$ cat config.mk
export PLATFORM = sky130hd
export DESIGN_NAME = mux4_rr_collector
export DESIGN_NICKNAME = d
export VERILOG_FILES = /design/src/rtl/mux_pkg.sv /design/src/rtl/rr_arb4.sv /design/src/rtl/mux4_rr_collector.sv
export SDC_FILE = /design/constraint.sdc
export NUM_CORES = 1
export LEC_CHECK = 0
export ABC_AREA = 1
export CORE_ASPECT_RATIO = 0.7
export CORE_MARGIN = 4
export CORE_UTILIZATION = 29
export CTS_CLUSTER_SIZE = 10
export DETAILED_ROUTE_END_ITERATION = 7
export PLACE_DENSITY = 0.62
export SYNTH_ARGS = -nofsm -noshare
export SYNTH_HDL_FRONTEND = slang
export SYNTH_HIERARCHICAL = 1
export SYNTH_SLANG_ARGS = --single-unit
$ cat constraint.sdc
create_clock -name clk -period 3.82 [get_ports clk]
set_input_delay 0.573 -clock clk [delete_from_list [all_inputs] [get_ports clk]]
set_output_delay 0.573 -clock clk [all_outputs]
set_load 0.03 [all_outputs]
$ cat src/rtl/mux_pkg.sv
// ---------------------------------------------------------------------------
// mux_pkg
// Shared definitions for the 4-to-1 round-robin collector (mux4_rr_collector)
// and its arbiter (rr_arb4).
//
// Contents:
//   NUM_CH          number of source channels (W, X, Y, Z)
//   SEL_W           width of a channel index / output tag
//   sel_t           channel index type
//   CH_W..CH_Z      channel index constants
//   ch_onehot()     index -> one-hot request/grant vector
//
// Configuration macro: MUX4_FIXED_PRIO_EN (used by rr_arb4 and the top).
// ---------------------------------------------------------------------------
package mux_pkg;

    localparam int NUM_CH = 4;
    localparam int SEL_W  = 2;

    typedef logic [SEL_W-1:0] sel_t;

    localparam sel_t CH_W = 2'd0;
    localparam sel_t CH_X = 2'd1;
    localparam sel_t CH_Y = 2'd2;
    localparam sel_t CH_Z = 2'd3;

    // Turns a channel index into the matching single-bit position of a
    // NUM_CH-wide vector, so grants and in_ready share one encoding.
    function automatic logic [NUM_CH-1:0] ch_onehot(input sel_t idx);
        logic [NUM_CH-1:0] vec;
        vec      = '0;
        vec[idx] = 1'b1;
        return vec;
    endfunction

endpackage

$ cat src/rtl/rr_arb4.sv
// ---------------------------------------------------------------------------
// rr_arb4
// Purely combinational 4-way arbiter for mux4_rr_collector.
//
// Default build: round-robin. Requests are scanned starting at 'ptr' and
// moving upward modulo 4; the first requesting channel wins.
// With MUX4_FIXED_PRIO_EN defined: fixed priority W > X > Y > Z, the 'ptr'
// port does not exist and the scan always starts at channel 0.
//
// Ports:
//   req        [3:0]  request vector, bit i = channel i wants a slot
//   ptr        sel_t  first channel to consider (round-robin build only)
//   gnt_onehot [3:0]  one-hot grant, all zero when nothing is requested
//   gnt_idx    sel_t  index of the granted channel (0 when gnt_any = 0)
//   gnt_any           at least one request is present
// ---------------------------------------------------------------------------
module rr_arb4
    import mux_pkg::*;
(
    input  logic [NUM_CH-1:0] req,
`ifndef MUX4_FIXED_PRIO_EN
    input  sel_t              ptr,
`endif
    output logic [NUM_CH-1:0] gnt_onehot,
    output sel_t              gnt_idx,
    output logic              gnt_any
);

    sel_t start;

    // Scan origin: the rotating pointer in round-robin mode, channel W when
    // priority is fixed.
`ifdef MUX4_FIXED_PRIO_EN
    assign start = CH_W;
`else
    assign start = ptr;
`endif

    // Walk the offsets from the farthest to the nearest so that the last
    // hit written is the channel closest to 'start'. The 2-bit addition
    // wraps naturally, giving the modulo-4 scan order.
    always_comb begin
        sel_t cand;
        gnt_any = 1'b0;
        gnt_idx = CH_W;
        cand    = CH_W;
        for (int k = NUM_CH - 1; k >= 0; k--) begin
            cand = start + sel_t'(k);
            if (req[cand]) begin
                gnt_any = 1'b1;
                gnt_idx = cand;
            end
        end
    end

    // The one-hot form is derived from the index so the two can never
    // disagree.
    always_comb begin
        gnt_onehot = '0;
        if (gnt_any) begin
            gnt_onehot = ch_onehot(gnt_idx);
        end
    end

endmodule

$ cat src/rtl/mux4_rr_collector.sv
// ---------------------------------------------------------------------------
// mux4_rr_collector
// Collects DATA_W-bit beats from four source channels (W, X, Y, Z) onto a
// single registered output stream. Every output beat carries a SEL tag with
// its source channel so a downstream 1-to-4 demultiplexer can route it back.
// Channels are granted over valid/ready; the output register is refilled in
// the same cycle it drains, so a continuous stream runs at 1 beat/cycle.
//
// Parameters:
//   DATA_W   width of each channel and of A            (default 2)
//   CNT_W    width of the accepted-beat counter        (default 8)
//
// Ports:
//   clk        rising-edge clock
//   rst_n      asynchronous active-low reset
//   W,X,Y,Z    channel 0..3 data
//   in_valid   bit i: channel i presents a beat
//   in_ready   bit i: channel i beat accepted this cycle (at most one set)
//   A          registered output data
//   SEL        registered source index of A
//   out_valid  A/SEL hold a beat
//   out_ready  downstream accepts the beat
//   beat_cnt   number of beats accepted from the inputs (wraps)
//
// Configuration macro: MUX4_FIXED_PRIO_EN
//   undefined (default): round-robin arbitration with a rotating pointer
//   defined            : fixed priority W > X > Y > Z, no pointer register
// ---------------------------------------------------------------------------
module mux4_rr_collector
    import mux_pkg::*;
#(
    parameter int DATA_W = 2,
    parameter int CNT_W  = 8
) (
    input  logic              clk,
    input  logic              rst_n,
    input  logic [DATA_W-1:0] W,
    input  logic [DATA_W-1:0] X,
    input  logic [DATA_W-1:0] Y,
    input  logic [DATA_W-1:0] Z,
    input  logic [NUM_CH-1:0] in_valid,
    output logic [NUM_CH-1:0] in_ready,
    output logic [DATA_W-1:0] A,
    output sel_t              SEL,
    output logic              out_valid,
    input  logic              out_ready,
    output logic [CNT_W-1:0]  beat_cnt
);

    logic [DATA_W-1:0] ch_data [NUM_CH];
    logic [NUM_CH-1:0] gnt_onehot;
    sel_t              gnt_idx;
    logic              gnt_any;
    logic              load_ok;
    logic              accept;

    assign ch_data[CH_W] = W;
    assign ch_data[CH_X] = X;
    assign ch_data[CH_Y] = Y;
    assign ch_data[CH_Z] = Z;

`ifndef MUX4_FIXED_PRIO_EN
    sel_t rr_ptr;

    rr_arb4 u_arb (
        .req        (in_valid),
        .ptr        (rr_ptr),
        .gnt_onehot (gnt_onehot),
        .gnt_idx    (gnt_idx),
        .gnt_any    (gnt_any)
    );
`else
    rr_arb4 u_arb (
        .req        (in_valid),
        .gnt_onehot (gnt_onehot),
        .gnt_idx    (gnt_idx),
        .gnt_any    (gnt_any)
    );
`endif

    // The output register can take a new beat when it is empty or when its
    // current beat leaves in this same cycle; that second case is what
    // removes the bubble between back-to-back beats.
    assign load_ok = !out_valid || out_ready;

    // Ready goes only to the granted channel, and only when the register can
    // load. It is also forced low while reset is asserted so no source sees
    // a handshake that the held-in-reset register would then drop.
    always_comb begin
        in_ready = '0;
        if (rst_n && gnt_any && load_ok) begin
            in_ready = gnt_onehot;
        end
    end

    // The grant always targets a requesting channel, so a granted ready is
    // already a completed handshake.
    assign accept = |(in_valid & in_ready);

    // Output register and beat counter. An accepted beat overwrites the
    // register (whether it was empty or draining). A drain with no refill
    // only clears out_valid; A and SEL keep their last values. A stall holds
    // everything because accept is impossible while load_ok is low.
    always_ff @(posedge clk or negedge rst_n) begin
        if (!rst_n) begin
            A         <= '0;
            SEL       <= CH_W;
            out_valid <= 1'b0;
            beat_cnt  <= '0;
        end else if (accept) begin
            A         <= ch_data[gnt_idx];
            SEL       <= gnt_idx;
            out_valid <= 1'b1;
            beat_cnt  <= beat_cnt + CNT_W'(1);
        end else if (out_ready) begin
            out_valid <= 1'b0;
        end
    end

`ifndef MUX4_FIXED_PRIO_EN
    // After a grant the scan restarts just past the winner, so every other
    // waiting channel gets served before the winner is considered again.
    // The 2-bit increment wraps Z back to W.
    always_ff @(posedge clk or negedge rst_n) begin
        if (!rst_n) begin
            rr_ptr <= CH_W;
        end else if (accept) begin
            rr_ptr <= gnt_idx + sel_t'(1);
        end
    end
`endif

endmodule

After elaboration in Yosys (flattened, before gate mapping)
Cells that the tools add are included.

Add/sub/neg operators: 5. Order comparisons: 7. Mux-type cells: 25. Bitwise operators: 2. Reductions and logical operators: 7.

Operator list (number): < comparator 2 x 3 -> 1 bit (second input constant) (5); two-way mux 2 bit (6); two-way mux 1 bit (11); adder 8 x 1 -> 8 bit (second input constant) (1); binary-select mux 1 bit (select 2 bit) (4); two-way mux 4 bit (2); adder 2 x 1 -> 2 bit (second input constant) (2); adder 2 bit (second input constant) (2); AND 4 bit (1); binary-select mux 2 bit (select 2 bit) (1); OR reduction 4 bit (1); greater-or-equal comparator 3 bit (second input constant) (1); logical AND 1 bit (3); NOT 2 -> 3 bit (1); demux 1 bit (select 2 bit) (1); greater-or-equal comparator 2 x 1 -> 1 bit (second input constant) (1); nonzero test 2 bit (1); logical NOT 1 bit (1); logical OR 1 bit (1).

Flip-flop bits (word level): 15. Output and inout bits: 17.

Logic depth before layout (Yosys ltp)
Depth after elaboration: 16. Gate-level depth with buffers: 18.

Modules after synthesis
Netlist, hierarchy kept.

By module, submodules not included: mux4_rr_collector (times used 1, cells an instance 128, area an instance 934.6 um^2, sequential area each 375.4 um^2); rr_arb4 (times used 1, cells an instance 52, area an instance 275.3 um^2, sequential area each 0.0 um^2).

Worst setup path after synthesis
No wires, ideal clock.

Kind: input -> output. From: in in_valid[2]. To: out in_ready[1]. Arrival: 1.698 ns. Required time: 3.247 ns. Setup slack: 1.549 ns. Stages on the path: 12. Buffers on the path: 0. Cells stage by stage: nand2_1 nand2_2 nand2_1 nand2_1 nand2_2 nand2_2 nand2_2 nand2_4 inv_2 nor2_2 inv_1 nor2_1.

Cells in the longest elaborated chain, start to end: 12. Elaborated cells on any way between the ends: 25. Those cells by class: 2 x order compare; 20 x mux; 3 x reduce/logical.

Ends and longest elaborated chain: start, declared (RTL line mux4_rr_collector.sv:41) `input logic [NUM_CH-1:0] in_valid,`; binary-select mux 1 bit (select 2 bit) (RTL line rr_arb4.sv:49) `if (req[cand]) begin`; two-way mux 1 bit (not written as such) (RTL line rr_arb4.sv:49); two-way mux 2 bit (3 in a row) (RTL line rr_arb4.sv:49); two-way mux 2 bit (*) (RTL line rr_arb4.sv:49); named net gnt_idx[0] (RTL line mux4_rr_collector.sv:52) `sel_t gnt_idx;`; < comparator 2 x 3 -> 1 bit (not written as such) or greater-or-equal comparator 2 x 1 -> 1 bit (tied branches) (RTL line mux_pkg.sv:32) `vec[idx] = 1'b1;`; logical AND 1 bit (not written as such) (RTL line mux_pkg.sv:32); two-way mux 1 bit (not written as such) (RTL line mux_pkg.sv:32); demux 1 bit (select 2 bit) (*); two-way mux 4 bit (*) (RTL line rr_arb4.sv:60) `if (gnt_any) begin`; named net gnt_onehot[1] (RTL line mux4_rr_collector.sv:51) `logic [NUM_CH-1:0] gnt_onehot;`; two-way mux 4 bit (*) (RTL line mux4_rr_collector.sv:91) `if (rst_n && gnt_any && load_ok) begin`; end, declared (RTL line mux4_rr_collector.sv:42) `output logic [NUM_CH-1:0] in_ready,`.

Mark *: on every way through the listed nets, which the timed path passes. The rest lies on a longest branch. The select of a mux whose other input is x is not followed.

Worst setup path in the final report
From: in in_valid[3]. To: out in_ready[2].

Same word-level chain as after synthesis.

==> results.json <==
{
  "yosys_warnings": 6,
  "start_util_pct": 30.5,
  "ys_seq_area_share_pct": 31.0,
  "area_delta_synth_final_pct": 32.6,
  "fmax_ghz": 0.296,
  "ys_async_sr_fraction_pct": 100,
  "syn_area_per_cell_sq_um": 6.72,
  "layout_common_cells": "nand2_1 (60), clkdlybuf4s50_1 (31), nor2_1 (17), o21ai_0 (17), inv_1 (16)",
  "cts_buffer_depth": 2,
  "synth-adder-area-share_pct": 1.03,
  "slew_viol_final": 0,
  "io_buffers": 31,
  "grt_max_degree": 16,
  "post-place-ws_ns": 0.429,
  "synth.distinct_cells": 22,
  "synth_top_area_share_pct": 31.0,
  "multiInputGateArea_sq_um": 712,
  "drt-initial-drc-count": 135,
  "reg2reg_slack_ns": 1.53,
  "ctsResizeCount": 0,
  "status": "complete, no violations",
  "final_nets": 229,
  "clk_latency_ns": 0.25,
  "rsz0062_at_grt": "false",
  "wl_met3_microns": 243,
  "antenna_cells": 0,
  "drt_wl_total_microns": 2960,
  "cts_tree": "done",
  "worstSetupStartpointType": "primary input",
  "skew_ns": 0.00811,
  "setup-tns-final_ns": 0,
  "cp.arrival_ns": 2.81,
  "drive_gt1_share_pct": 17.5,
  "pin_count": 32,
  "top_layer_used": "met4",
  "synth_mux_area_share_pct": 0,
  "synth_top_family_by_area": "simple AND/OR/NAND/NOR gates",
  "drc": 0,
  "synth_seq_cells": 15,
  "min_period_over_period_pct": 88.5,
  "place_congestion": 0.772,
  "worst_pin_slew_ns": 0.465,
  "seqCellArea_sq_um": 375,
  "postSynthCellCount": 180,
  "synthTopCellsByArea": "dfrtp_1 (31%), nand2_1 (19%), o21ai_0 (7.0%)",
  "setup_violations": 0,
  "power.density_nw_per_um2": 839,
  "num_vias": 1173,
  "synth_area_sq_um": 1210,
  "clk_pin_slew_worst_paths_ns": 0.06,
  "h-tree-depth": 1,
  "min_period_ns": 3.38,
  "grt.total_usage_pct": 12.1,
  "grt_pass1_wl_microns": 5090,
  "detailed_place_hpwl_microns": 2300,
  "chipWidth_microns": 85.2,
  "dieHeight_microns": 62.0,
  "grt_pass1_vias": 1054,
  "met1_length_microns": 1560,
  "synth_nets": 196,
  "criticalPathCategory": "primary input to primary output",
  "max_cap_violations": 0,
  "irDropWorstVdd_mv": 0.366,
  "cp_max_fo": 9,
  "synth-compound-area-share_pct": 9.41,
  "synth-xor-area-share_pct": 2.90,
  "end_kind": "primary output",
  "cts_buffers": 3,
  "vias_per_cell": 4.44,
  "rows": 19,
  "cts_root_buf": "clkbuf_8",
  "cts.sinks": 15,
  "synth_flop_cell": "dfrtp_1",
  "wl_per_cell_microns": 11.2,
  "p_leak_nw": 0.820,
  "slew_headroom_pct": 69.0,
  "synthSimpleGateAreaFrac_pct": 45.5,
  "grt_antenna_before_repair": 0,
  "cts-hold-fix-buffers": 0,
  "crit_required_ns": 3.25,
  "drtPass1Iterations": 4,
  "final_antenna_net_count": 0,
  "hold_class": "flip-flop to flip-flop",
  "coreArea_sq_um": 3970,
  "dieArea_sq_um": 5290,
  "mostFrequentLayoutCell": "nand2_1",
  "post_cts_buffers": 0,
  "synth_edf_count": 0,
  "grt-ovfl-total": 0,
  "fillers": 414,
  "met2_length_microns": 1150,
  "setup_slack_ns": 0.439,
  "yosysTopAreaCell": "dfrtp_1",
  "hold_viol": 0
}
[cells by family after synthesis]
family	after synthesis
buffers and inverters	26
DFF	15
AOI/OAI and AO/OA	22
adders and majority gates	1
xor gates and xnor gates	4
and+or+nand+nor	112
[critical path: stages]
cell and delay (ns):
clkdlybuf4s50_1 0.55, nand2_2 0.11, nand2_1 0.12, nand2_1 0.05, nand2_1 0.06, nand3_1 0.07, nand3_2 0.18, inv_2 0.06
nor2_1 0.18, inv_1 0.07, nor2_1 0.11, clkdlybuf4s50_1 0.67
[cells in the mapped netlist, types with 2 or more instances]
cell type  count
buf_6          2
dfrtp_1       15
inv_1         16
inv_2          5
nand2_1       60
nand2_2       12
nand2_4        3
nand3_1        7
nand3_2        5
nand4_1        3
nand4_2        2
nor2_1        17
nor2_2         2
o21ai_0       17
o21ai_1        4
xor2_1         4
[per-stage QoR]
step                      utilization [%]  hold slack (ns)  instances  power, mW  cell area, sq um
after floorplan                         -            0.277        180      0.985              1210
after global placement               39.2            0.482        260       1.21              1560
after global routing                 40.4            0.514        264       1.48              1600
after detailed placement             39.2            0.465        260       1.22              1560
final                                40.4            0.485        264       1.35              1600
after CTS                            40.4            0.489        264       1.35              1600
[power breakdown]
group | internal [mW] | leakage [nW] | total [mW] | switching (mW)
Combinational | 0.328 | 0.599 | 0.919 | 0.592
Sequential | 0.218 | 0.195 | 0.296 | 0.0783
Clock | 0.0723 | 0.0255 | 0.131 | 0.0587
[per-layer routing]
layer | vias up | global-route usage (%)
li1 | 628 | -
met1 | 513 | 17.4
met2 | 30 | 17.4
met3 | 2 | 5.01
met4 | 0 | 1.35
met5 | - | 0
[final timing paths]
path | cells after the start | to | start
min in group asynchronous | 2 | beat_cnt[6]$_DFFE_PN0P_ | rst_n
setup / recovery | 12 | in_ready[2] | in_valid[3]
hold reg to reg | 2 | A[0]$_DFFE_PN0P_ | A[0]$_DFFE_PN0P_
setup reg to reg | 14 | beat_cnt[7]$_DFFE_PN0P_ | rr_ptr[0]$_DFFE_PN0P_
hold / removal | 2 | A[0]$_DFFE_PN0P_ | A[0]$_DFFE_PN0P_
max in group asynchronous | 2 | A[0]$_DFFE_PN0P_ | rst_n
[registers in the layout, indices dropped and copies added (netlist names)]
signal,cells
beat_cnt,8
A,2
SEL,2
out_valid,1
rr_ptr,2
[area by class of cell]
class | instances | area share [%]
clock buffer | 3 | 2.57
clock inverter | 1 | 0.312
inverter | 22 | 5.46
multi-input combinational | 139 | 44.4
sequential | 15 | 23.4
tap | 52 | 4.06
timing repair buffer | 32 | 19.8
Note: power is estimated with default switching activity, not from simulation.
